--- src/rtl/aibndaux_crdet_por_seq.sv ---
// Partner-die presence sequencer: synchronizes and debounces crete_detect, runs a
// hold-off timer, then releases the partner POR; counts detect-loss link drops.
module aibndaux_crdet_por_seq #(
    parameter int SYNC_STAGES = 2,
    parameter int DEB_CYCLES  = 16,
    parameter int HOLD_CYCLES = 64
) (
    input  logic       clk,
    input  logic       rst,
    input  logic       crete_detect,
    input  logic       por_req,
    output logic       dn_por,
    output logic       link_ready,
    output logic       det_sync,
    output logic [2:0] state,
    output logic [7:0] lost_cnt
);

    localparam int MAX_CYC = (DEB_CYCLES > HOLD_CYCLES) ? DEB_CYCLES : HOLD_CYCLES;
    localparam int CW      = $clog2(MAX_CYC) + 1;

    localparam logic [CW-1:0] DEB_LAST  = CW'(DEB_CYCLES - 1);
    localparam logic [CW-1:0] HOLD_LAST = CW'(HOLD_CYCLES - 1);
    localparam logic [CW-1:0] CNT_ONE   = CW'(1);

    typedef enum logic [2:0] {
        IDLE     = 3'd0,
        DEBOUNCE = 3'd1,
        HOLD     = 3'd2,
        ACTIVE   = 3'd3
    } state_t;

    logic [SYNC_STAGES-1:0] sync_q;
    state_t                 st_q;
    state_t                 st_nxt;
    logic [CW-1:0]          cnt_q;
    logic [CW-1:0]          cnt_nxt;
    logic [7:0]             lost_q;
    logic [7:0]             lost_nxt;
    logic                   dn_por_q;
    logic                   link_ready_q;

    // Only the last synchronizer stage is ever consumed downstream.
    always_ff @(posedge clk) begin
        if (rst) begin
            sync_q <= '0;
        end else begin
            sync_q <= {sync_q[SYNC_STAGES-2:0], crete_detect};
        end
    end

    assign det_sync = sync_q[SYNC_STAGES-1];

    always_comb begin
        st_nxt   = st_q;
        cnt_nxt  = cnt_q;
        lost_nxt = lost_q;
        if (por_req) begin
            st_nxt  = IDLE;
            cnt_nxt = '0;
        end else begin
            case (st_q)
                IDLE: begin
                    if (det_sync) begin
                        st_nxt  = DEBOUNCE;
                        cnt_nxt = '0;
                    end
                end
                DEBOUNCE: begin
                    if (!det_sync) begin
                        st_nxt  = IDLE;
                        cnt_nxt = '0;
                    end else if (cnt_q == DEB_LAST) begin
                        st_nxt  = HOLD;
                        cnt_nxt = '0;
                    end else begin
                        cnt_nxt = cnt_q + CNT_ONE;
                    end
                end
                HOLD: begin
                    if (!det_sync) begin
                        st_nxt  = IDLE;
                        cnt_nxt = '0;
                    end else if (cnt_q == HOLD_LAST) begin
                        st_nxt  = ACTIVE;
                        cnt_nxt = '0;
                    end else begin
                        cnt_nxt = cnt_q + CNT_ONE;
                    end
                end
                ACTIVE: begin
                    if (!det_sync) begin
                        st_nxt  = IDLE;
                        cnt_nxt = '0;
                        if (lost_q != 8'hFF) begin
                            lost_nxt = lost_q + 8'd1;
                        end
                    end
                end
                default: begin
                    st_nxt  = IDLE;
                    cnt_nxt = '0;
                end
            endcase
        end
    end

    // Outputs are registered from the next state so they change only at the edge.
    always_ff @(posedge clk) begin
        if (rst) begin
            st_q         <= IDLE;
            cnt_q        <= '0;
            lost_q       <= 8'd0;
            dn_por_q     <= 1'b1;
            link_ready_q <= 1'b0;
        end else begin
            st_q         <= st_nxt;
            cnt_q        <= cnt_nxt;
            lost_q       <= lost_nxt;
            dn_por_q     <= (st_nxt != ACTIVE);
            link_ready_q <= (st_nxt == ACTIVE);
        end
    end

    assign dn_por     = dn_por_q;
    assign link_ready = link_ready_q;
    assign state      = st_q;
    assign lost_cnt   = lost_q;

endmodule

--- config.mk ---
export PLATFORM = sky130hd
export DESIGN_NAME = aibndaux_crdet_por_seq
export DESIGN_NICKNAME = d
export VERILOG_FILES = /design/src/rtl/aibndaux_crdet_por_seq.sv
export SDC_FILE = /design/constraint.sdc
export NUM_CORES = 1
export LEC_CHECK = 0
export ABC_AREA = 1
export BUFFER_PORTS_ARGS = -buffer_cell sky130_fd_sc_hd__buf_2
export CORE_MARGIN = 2
export CORE_UTILIZATION = 30
export DETAILED_ROUTE_END_ITERATION = 12
export SLEW_MARGIN = 20
export SYNTH_ARGS = -nofsm -noshare
export SYNTH_HDL_FRONTEND = slang
export SYNTH_SLANG_ARGS = --single-unit
--- constraint.sdc ---
create_clock -name clk -period 1.5 [get_ports clk]
set_input_delay 0.15 -clock clk [delete_from_list [all_inputs] [get_ports clk]]
set_output_delay 0.15 -clock clk [all_outputs]
set_load 0.02 [all_outputs]
Yosys cells after proc, flatten, opt, wreduce, memory -nomap -nowiden. Index checks and enable logic that the tools add are counted.

Register bits: 22. Input port bits: 4. Output and inout bits: 14. Logic and storage cells: 39.

Add/sub/neg operators: 2. Equality and inequality tests: 10. Muxes and demuxes: 15. Bitwise operators: 2. Reductions and logical operators: 4.

Operators with widths (number): $mux W7 (6); $pmux W7 S4 (1); $mux W3 (7); $pmux W3 S4 (1); $eq A3 B2 Y1 const B (3); $add A8 B1 Y8 const B (1); $ne A8 B8 Y1 const B (1); $add A7 B1 Y7 const B (1); $eq A7 B4 Y1 const B (1); $eq A7 B6 Y1 const B (1); $ne A2 B2 Y1 const B (2); $reduce_and A4 Y1 (1); $eq A3 B1 Y1 const B (1); $logic_not A3 Y1 (1); $ne A3 B2 Y1 const B (1); $not A1 Y1 (2); $reduce_and A2 Y1 (1); $reduce_or A2 Y1 (1).

Longest topological paths before layout. Gate-level depths: netlist of run 1.

Word-level depth: 6. Gate-level depth with buffers: 10. Mapped depth without buffers: 10.

Worst setup path before layout of run 1. OpenSTA, ideal clock, no wires.

Path kind: register to register. Start point: register lost_q[0] (netlist: lost_cnt[0]). End point: register lost_q[6] (netlist: lost_cnt[6]). Library setup time: 0.125 ns. Data arrival time: 1.319 ns. Required time: 1.375 ns. Path slack: 0.055 ns. Stages on the path, launching flop included: 11. Buffers on the path: 0. Clock period less this slack: 1.445 ns. Cells stage by stage: dfxtp_1 ha_1 nand2_1 nor2_1 nand2_1 nand2_4 inv_6 nand2_2 nand2_1 nand2_1 nor2_2.

Word-level cells in the longest chain between the ends: 2. Elaborated cells between the ends (all ways): 3. Classes of those cells: add/sub (1); eq/ne (1); reduce/logical (1).

Ends and longest elaborated chain: start, declared (line 38) `logic [7:0] lost_q;`; start signal, assigned (line 119) `lost_q <= lost_nxt;`; branches (longest 2 deep; another with $add A8 B1 Y8).

Parallel ways; which one is timed is not known. A chain may end at the register's enable or synchronous reset.

Final worst setup path of run 1.
Start point: register cnt_q[0]. End point: register cnt_q[0].

Word-level cells in the longest chain between the ends: 4. Elaborated cells between the ends (all ways): 8. Classes of those cells: add/sub (1); eq/ne (2); mux (5).

Ends and longest elaborated chain: start, declared (line 36) `logic [CW-1:0] cnt_q;`; start signal, assigned (line 118) `cnt_q <= cnt_nxt;`; $add A7 B1 Y7 (tied with other cells) (line 77, 88); $mux W7, on equally long branches (line 84, 73); $mux W7, on equally long branches (line 81, 70); $pmux W7 S4 * (line 62) `case (st_q)`.

Mark *: on every way between the ends. The rest lies on a longest branch, timed or not.

==> results of run 1 <==
[critical path: cells and delay by family (launching register included)]
| kind | cells | cell delay [ns] |
|---|---|---|
| AOI/OAI and AO/OA | 1 | 0.17 |
| adders and majority gates | 1 | 0.20 |
| DFF | 1 | 0.38 |
| and+or+nand+nor | 6 | 0.50 |
[state kept, by name, indices dropped and copies added (netlist names)]
register,flops
lost_cnt,8
sync_q,2
cnt_q,7
link_ready,1
dn_por,1
state,3
[cells in the mapped netlist]
cell,n,share of area [%]
nor3_1,1,0.43
inv_6,1,0.75
nand2_1,62,20
a21oi_1,17,7.3
nand3_1,14,6.0
clkbuf_1,1,0.32
xnor2_1,1,0.75
and2_2,1,0.64
inv_1,19,6.1
nand4_1,2,1.1
nand2_2,3,1.6
ha_1,2,2.1
o21ai_0,3,1.3
nor2_1,18,5.8
a31oi_1,1,0.54
nor2_2,2,1.1
xor2_1,2,1.5
nand3_4,1,1.5
dfxtp_1,22,38
inv_2,3,0.96
or2_0,1,0.54
conb_1,1,0.32
nand2_4,1,0.96
nor2_4,1,0.96
[cell families after synthesis]
family / after synthesis
AND/OR/NAND/NOR: 107
buffers and inverters: 24
flip-flops: 22
AO/OA/AOI/OAI: 21
XOR/XNOR: 3
adder cells (fa/ha/maj): 2
other: 1
[worst min-delay path by stage]
stage                 to  slack (ns)  cells past startpoint
2_1_floorplan  sync_q[0]        0.26                      2
3_3_place_gp   sync_q[0]        0.37                      3
3_5_place_dp   sync_q[0]        0.37                      3
4_1_cts        sync_q[0]        0.09                      3
5_1_grt        sync_q[0]        0.09                      3
6_report       sync_q[0]        0.09                      3
[cell type report]
class | instances | area (um2) | share of cell area, %
inverter | 23 | 91.3 | 6.44
clock buffer | 4 | 55.1 | 3.88
sequential | 22 | 443 | 31.2
multi-input combinational | 134 | 639 | 45.1
timing repair buffer | 23 | 130 | 9.17
tap | 48 | 60.1 | 4.23
[through the flow]
step / utilization (%) / std cells / hold slack [ns] / area (um2)
floorplan: - / 180 / 0.257 / 1170
global placement: 36.5 / 250 / 0.367 / 1360
detailed placement: 36.5 / 250 / 0.374 / 1360
CTS: 38.0 / 254 / 0.0888 / 1410
global route: 38.2 / 254 / 0.0930 / 1420
finish: 38.2 / 254 / 0.0939 / 1420
[what timing repair did]
action / in CTS / in global routing
endpoints found under the setup margin: 0 / 7
hold buffers: 0 / 0
setup buffers: 0 / 0
resized for setup: 0 / 5
[power breakdown]
part	internal, uW	switching [uW]	total, uW
combinational	15.6	31.3	46.9
sequential	587	3.28	591
clock	234	196	431
[metal layers]
layer  up-vias  global-route usage [%]  part of all wire [%]  wire, um
met3         4                    3.92                   4.3       109
li1        616                       -                     -         -
met4         0                    4.59                   1.1        27
met5         -                       0                     0         0
met2        24                    20.8                    45      1120
met1       505                    16.5                    50      1260
==> flow_summary.yaml, run 1 <==
outcome:
  status: "finished clean"
finish:
  n_fill_cell: 421
  most-common-layout-cells: "nand2_1 (62), dfxtp_1 (20), inv_1 (19)"
  diodes: 0
  drive_above_1_share_pct: 21.4
  layout.nets: 213
  syn_to_final_growth_pct: 21.3
  layout_commonest_cell: "nand2_1"
timing:
  finalClockSkew_ns: 0.00705
  worst_slack_ns: 0.146
  final-max-slew-violation-count: 0
  hold_viol: 0
  finalCritPeriodShare_pct: 90.3
  tns_ns: 0
  min_period_ns: 1.35
  fmax_ghz: 0.739
  setup-violations-final: 0
synth:
  yosys.area_share.simple_pct: 40.4
  synth.distinct_cells: 24
  synth_top_family_by_area: "simple AND/OR/NAND/NOR gates"
  yosysWarnings: 0
  synthMuxAreaShare_pct: 0
  syn_area_um2: 1170
  synthAdderAreaFrac_pct: 2.14
  syn_nets: 186
  syn-instance-count: 180
  syn_avg_cell_area_um2: 6.50
  ys_ff_latch: 22
  synth-xor-area-share_pct: 2.25
  seq_area_frac_synth_pct: 37.6
  synth_compound_area_share_pct: 9.09
worst_hold_path:
  hp-class: "in2reg"
  hold_start: "crete_detect"
global_route:
  grt_pass1_wl_mm: 4.40
  grt_start_max_net_pins: 13
  antenna_found_initial: 0
  grt-ovfl-total: 0
  grt_pass1_vias: 1056
  grtUsageTotal_pct: 13.0
power_and_ir_drop:
  p_per_area_nw_per_um2: 753
  ir_drop_mv: 0.313
  total_power_uw: 1070
  p_leak_uw: 0.000635
placement:
  place_ws_ns: 0.0757
  port_buffers: 17
  routabilityCongestion: 0.843
  place.detailed.hpwl_mm: 1.91
setup_path:
  path_cells: "ha_1, nand2_1, nor2_2, nand2_1, nand3_1, nand2_1, a21oi_1, nor2_1"
  r2r_start: "cnt_q[0]"
  crit_slowest_cell: "dfxtp_2"
  slowest_delay_ns: 0.38
  cp-start-kind: "register"
  crit_top_cell: "nand2_1"
  cp.arrival_ns: 1.51
  rr_worst_depth: 8
  r2r_setup_slack_ns: 0.15
  startpoint: "cnt_q[0]"
  endpoint: "cnt_q[0]"
  cp_max_fo: 6
  crit_type: "reg2reg"
  endpoint_kind: "register"
  r2r-end: "cnt_q[0]"
  crit_required_ns: 1.66
clock_tree:
  clock_path_buffers: 2
  cts-buffers-inserted: 3
  clk_pin_slew_ns: 0.08
  cts_tree: "done"
  root_buffer: "clkbuf_8"
  htree_levels: 1
  clk_latency_ns: 0.27
  cts.sink_count: 22
die:
  rows: 22
  die_h_um: 66.4
  die_w_um: 66.4
  dieArea_um2: 4410
  core_area_um2: 3720
  initial_utilization_pct: 31.5
  ios: 18
drt:
  viasPerCell: 4.52
  drc_errors: 0
  wl_mm: 2.51
  vias: 1149
  first_pass_iters: 4
  first_iter_violations: 106
  antenna_left: 0
  wl_per_cell_um: 9.90
job:
  maxCapViolCount: 0
Power figures use the tool's default switching activity.
==> run 2, diff against run 1 <==
--- a/config.mk
+++ b/config.mk
@@ -5,7 +5,6 @@
 export SDC_FILE = /design/constraint.sdc
 export NUM_CORES = 1
 export LEC_CHECK = 0
-export ABC_AREA = 1
 export BUFFER_PORTS_ARGS = -buffer_cell sky130_fd_sc_hd__buf_2
 export CORE_MARGIN = 2
 export CORE_UTILIZATION = 30
==> run 2 against run 1 <==
  * Setup slack worse by 0.12 ns
  * Register-to-register slack got worse by 0.12 ns
  * First-iteration DRC count is 82% lower
  * Sequential cell count unchanged
  * Non-clock buffer count rose by 14
  * Sequential share of layout area up 0.89 points
  * Total power is 9.3% lower
  * Sequential power shrank 0.8%
  * Utilization grew 4.6 points
  * Global-route usage decreased by 0.67 points
  * Critical path depth decreased by 4
  * Critical path type unchanged
  * Largest cell class unchanged
  * Largest power group unchanged
==> flow_summary.yaml, run 2 <==
outcome:
  status: "finished clean"
synth:
  syn_nets: 130
  synth_edf_count: 0
  yosysWarnings: 0
  synth-async-reset-ratio_pct: 0
  yosys-top-cells-area: "dfxtp_1 (42%), a21oi_1 (7.7%), nand3_1 (5.3%)"
  synth.top_cell.area_share_pct: 42.4
  ys_ff_latch: 22
  syn-instance-count: 124
  seq_area_frac_synth_pct: 42.4
  syn_avg_cell_area_um2: 8.37
  syn_area_um2: 1040
  synthFlopType: "dfxtp_1"
  synth_most_common_cell: "dfxtp_1"
  synth_commonest_cells: "dfxtp_1 (22), a21oi_1 (16), nand3_1 (11), nand2_1 (10), nor2_1 (7)"
  yosysTopAreaCell: "dfxtp_1"
  synth.distinct_cells: 38
setup_path:
  path_cells: "nand4_1, buf_4, or4_4, a21oi_2"
  r2r_setup_slack_ns: 0.03
  cp-start-kind: "register"
  rr_worst_depth: 4
  cp_num_buf_inv: 1
  slowest_delay_ns: 0.51
  crit_family: "simple AND/OR/NAND/NOR gates"
  startpoint: "lost_cnt[5]"
  r2r-end: "lost_cnt[7]"
  cp.arrival_ns: 1.73
  crit_type: "reg2reg"
  endpoint_kind: "register"
  cp_max_fo: 5
  crit_required_ns: 1.76
  r2r_start: "lost_cnt[5]"
  crit_slowest_cell: "or4_4"
finish:
  layout_commonest_cell: "buf_4"
  final_area_um2: 1430
  drive_above_1_share_pct: 37.7
  layout.nets: 169
  largest_reg_flops: 8
  most-common-layout-cells: "buf_4 (18), buf_2 (17), dfxtp_1 (14), a21oi_1 (12)"
  n_fill_cell: 344
  diodes: 0
  syn_to_final_growth_pct: 37.3
timing:
  rsz0062_at_grt: "true"
  min_period_ns: 1.47
  hold_viol: 0
  finalClockSkew_ns: 0.00687
  finalCritPeriodShare_pct: 98.3
  final-max-slew-violation-count: 0
  setup-violations-final: 0
  fmax_ghz: 0.678
die:
  core_area_um2: 3340
  die_h_um: 62.8
  dieArea_um2: 3950
  ios: 18
  die_w_um: 62.8
  initial_utilization_pct: 31.1
  rows: 21
power_and_ir_drop:
  p_leak_uw: 0.000531
  ir_drop_mv: 0.229
  p_per_area_nw_per_um2: 679
  total_power_uw: 969
clock_tree:
  root_buffer: "clkbuf_4"
  hold_buffers: 0
  clk_pin_slew_ns: 0.12
  cts_tree: "done"
  htree_levels: 1
  clock_path_buffers: 2
  cts.sink_count: 22
  cts-buffers-inserted: 3
  clk_latency_ns: 0.31
global_route:
  grt_use_met2_pct: 18.1
  grt-ovfl-total: 0
  use_met1_pct: 16.8
  antenna_found_initial: 0
  grtUsageTotal_pct: 12.4
  grt_pass1_vias: 908
  grtUsageMet3_pct: 1.08
  grt_start_max_net_pins: 13
  top_usage_layer: "met2"
  grt_pass1_wl_mm: 3.88
drt:
  first_pass_iters: 4
  wl_mm: 2.47
  drc_errors: 0
  first_iter_violations: 19
  wl_per_cell_um: 11.9
  antenna_left: 0
  viasPerCell: 4.95
  vias: 1029
placement:
  place.detailed.hpwl_mm: 1.78
  routabilityCongestion: 0.805
  port_buffers: 17
  place_area_um2: 1310
job:
  maxCapViolCount: 0
worst_hold_path:
  hold_start: "crete_detect"
  hp-class: "in2reg"
  hold_depth: 2
  hold_path_end: "sync_q[0]"
-- run 2: cell count changes after synthesis, moves of 4 or more --
cell / previous run / this run
inv_1: 19 / 5
or3_1: 0 / 4
nand2_1: 62 / 10
nor2_1: 18 / 7
-- run 2: cell type report --
type                            instances  area (um2)  area share [%]
Tap cell                               46        57.6            4.04
Inverter                                5        18.8            1.32
Timing Repair Buffer                   37         243            17.0
Clock buffer                            4        36.3            2.54
Multi-Input combinational cell         94         613            43.0
Sequential cell                        22         458            32.1
-- run 2: kinds of logic after synthesis --
kind of cell / Yosys count / synth area share (%)
compound gates: 38 / 22.8
xor+xnor: 1 / 0.844
fa+ha+maj: 2 / 2.41
buf+inv: 8 / 3.61
flops: 22 / 42.4
mux: 1 / 0.964
other cells: 1 / 0.361
simple gates: 51 / 26.6
-- run 2: timing repair --
action,4_1_cts,5_1_grt
gates resized for setup,2,19
pin swaps,1,4
setup buffers,0,1
endpoints found under the setup margin,3,9
cloned,0,0
-- run 2: per-layer routing --
| metal | up-vias | routed length [um] |
|---|---|---|
| met2 | 22 | 1120 |
| li1 | 534 | - |
| met1 | 471 | 1230 |
| met4 | 0 | 40 |
| met3 | 2 | 79 |
| met5 | - | 0 |
-- run 2: worst max path at each step --
stage                  end  slack, ns  cells past startpoint
3_5_place_dp   lost_cnt[1]      0.008                      6
3_3_place_gp   lost_cnt[1]       0.04                      6
5_1_grt        lost_cnt[7]      -0.06                      4
6_report       lost_cnt[7]       0.03                      4
2_1_floorplan  lost_cnt[1]     0.0008                      6
4_1_cts        lost_cnt[5]       0.01                      4
-- run 2: power by group --
group	switching, uW	internal (uW)
Sequential	2.38	583
Clock	189	148
Combinational	27.6	18.7
Total	219	750
-- run 2: through the flow --
stage	worst slack [ns]	hold slack, ns	TNS (ns)	utilization [%]	instances
3_3_place_gp	0.0416	0.364	0	39.3	203
2_1_floorplan	0.000775	0.278	0	-	124
5_1_grt	-0.0647	0.0591	-0.143	42.7	208
6_report	0.0255	0.0422	0	42.7	208
4_1_cts	0.0116	0.0383	0	40.7	207
3_5_place_dp	0.00759	0.374	0	39.3	203
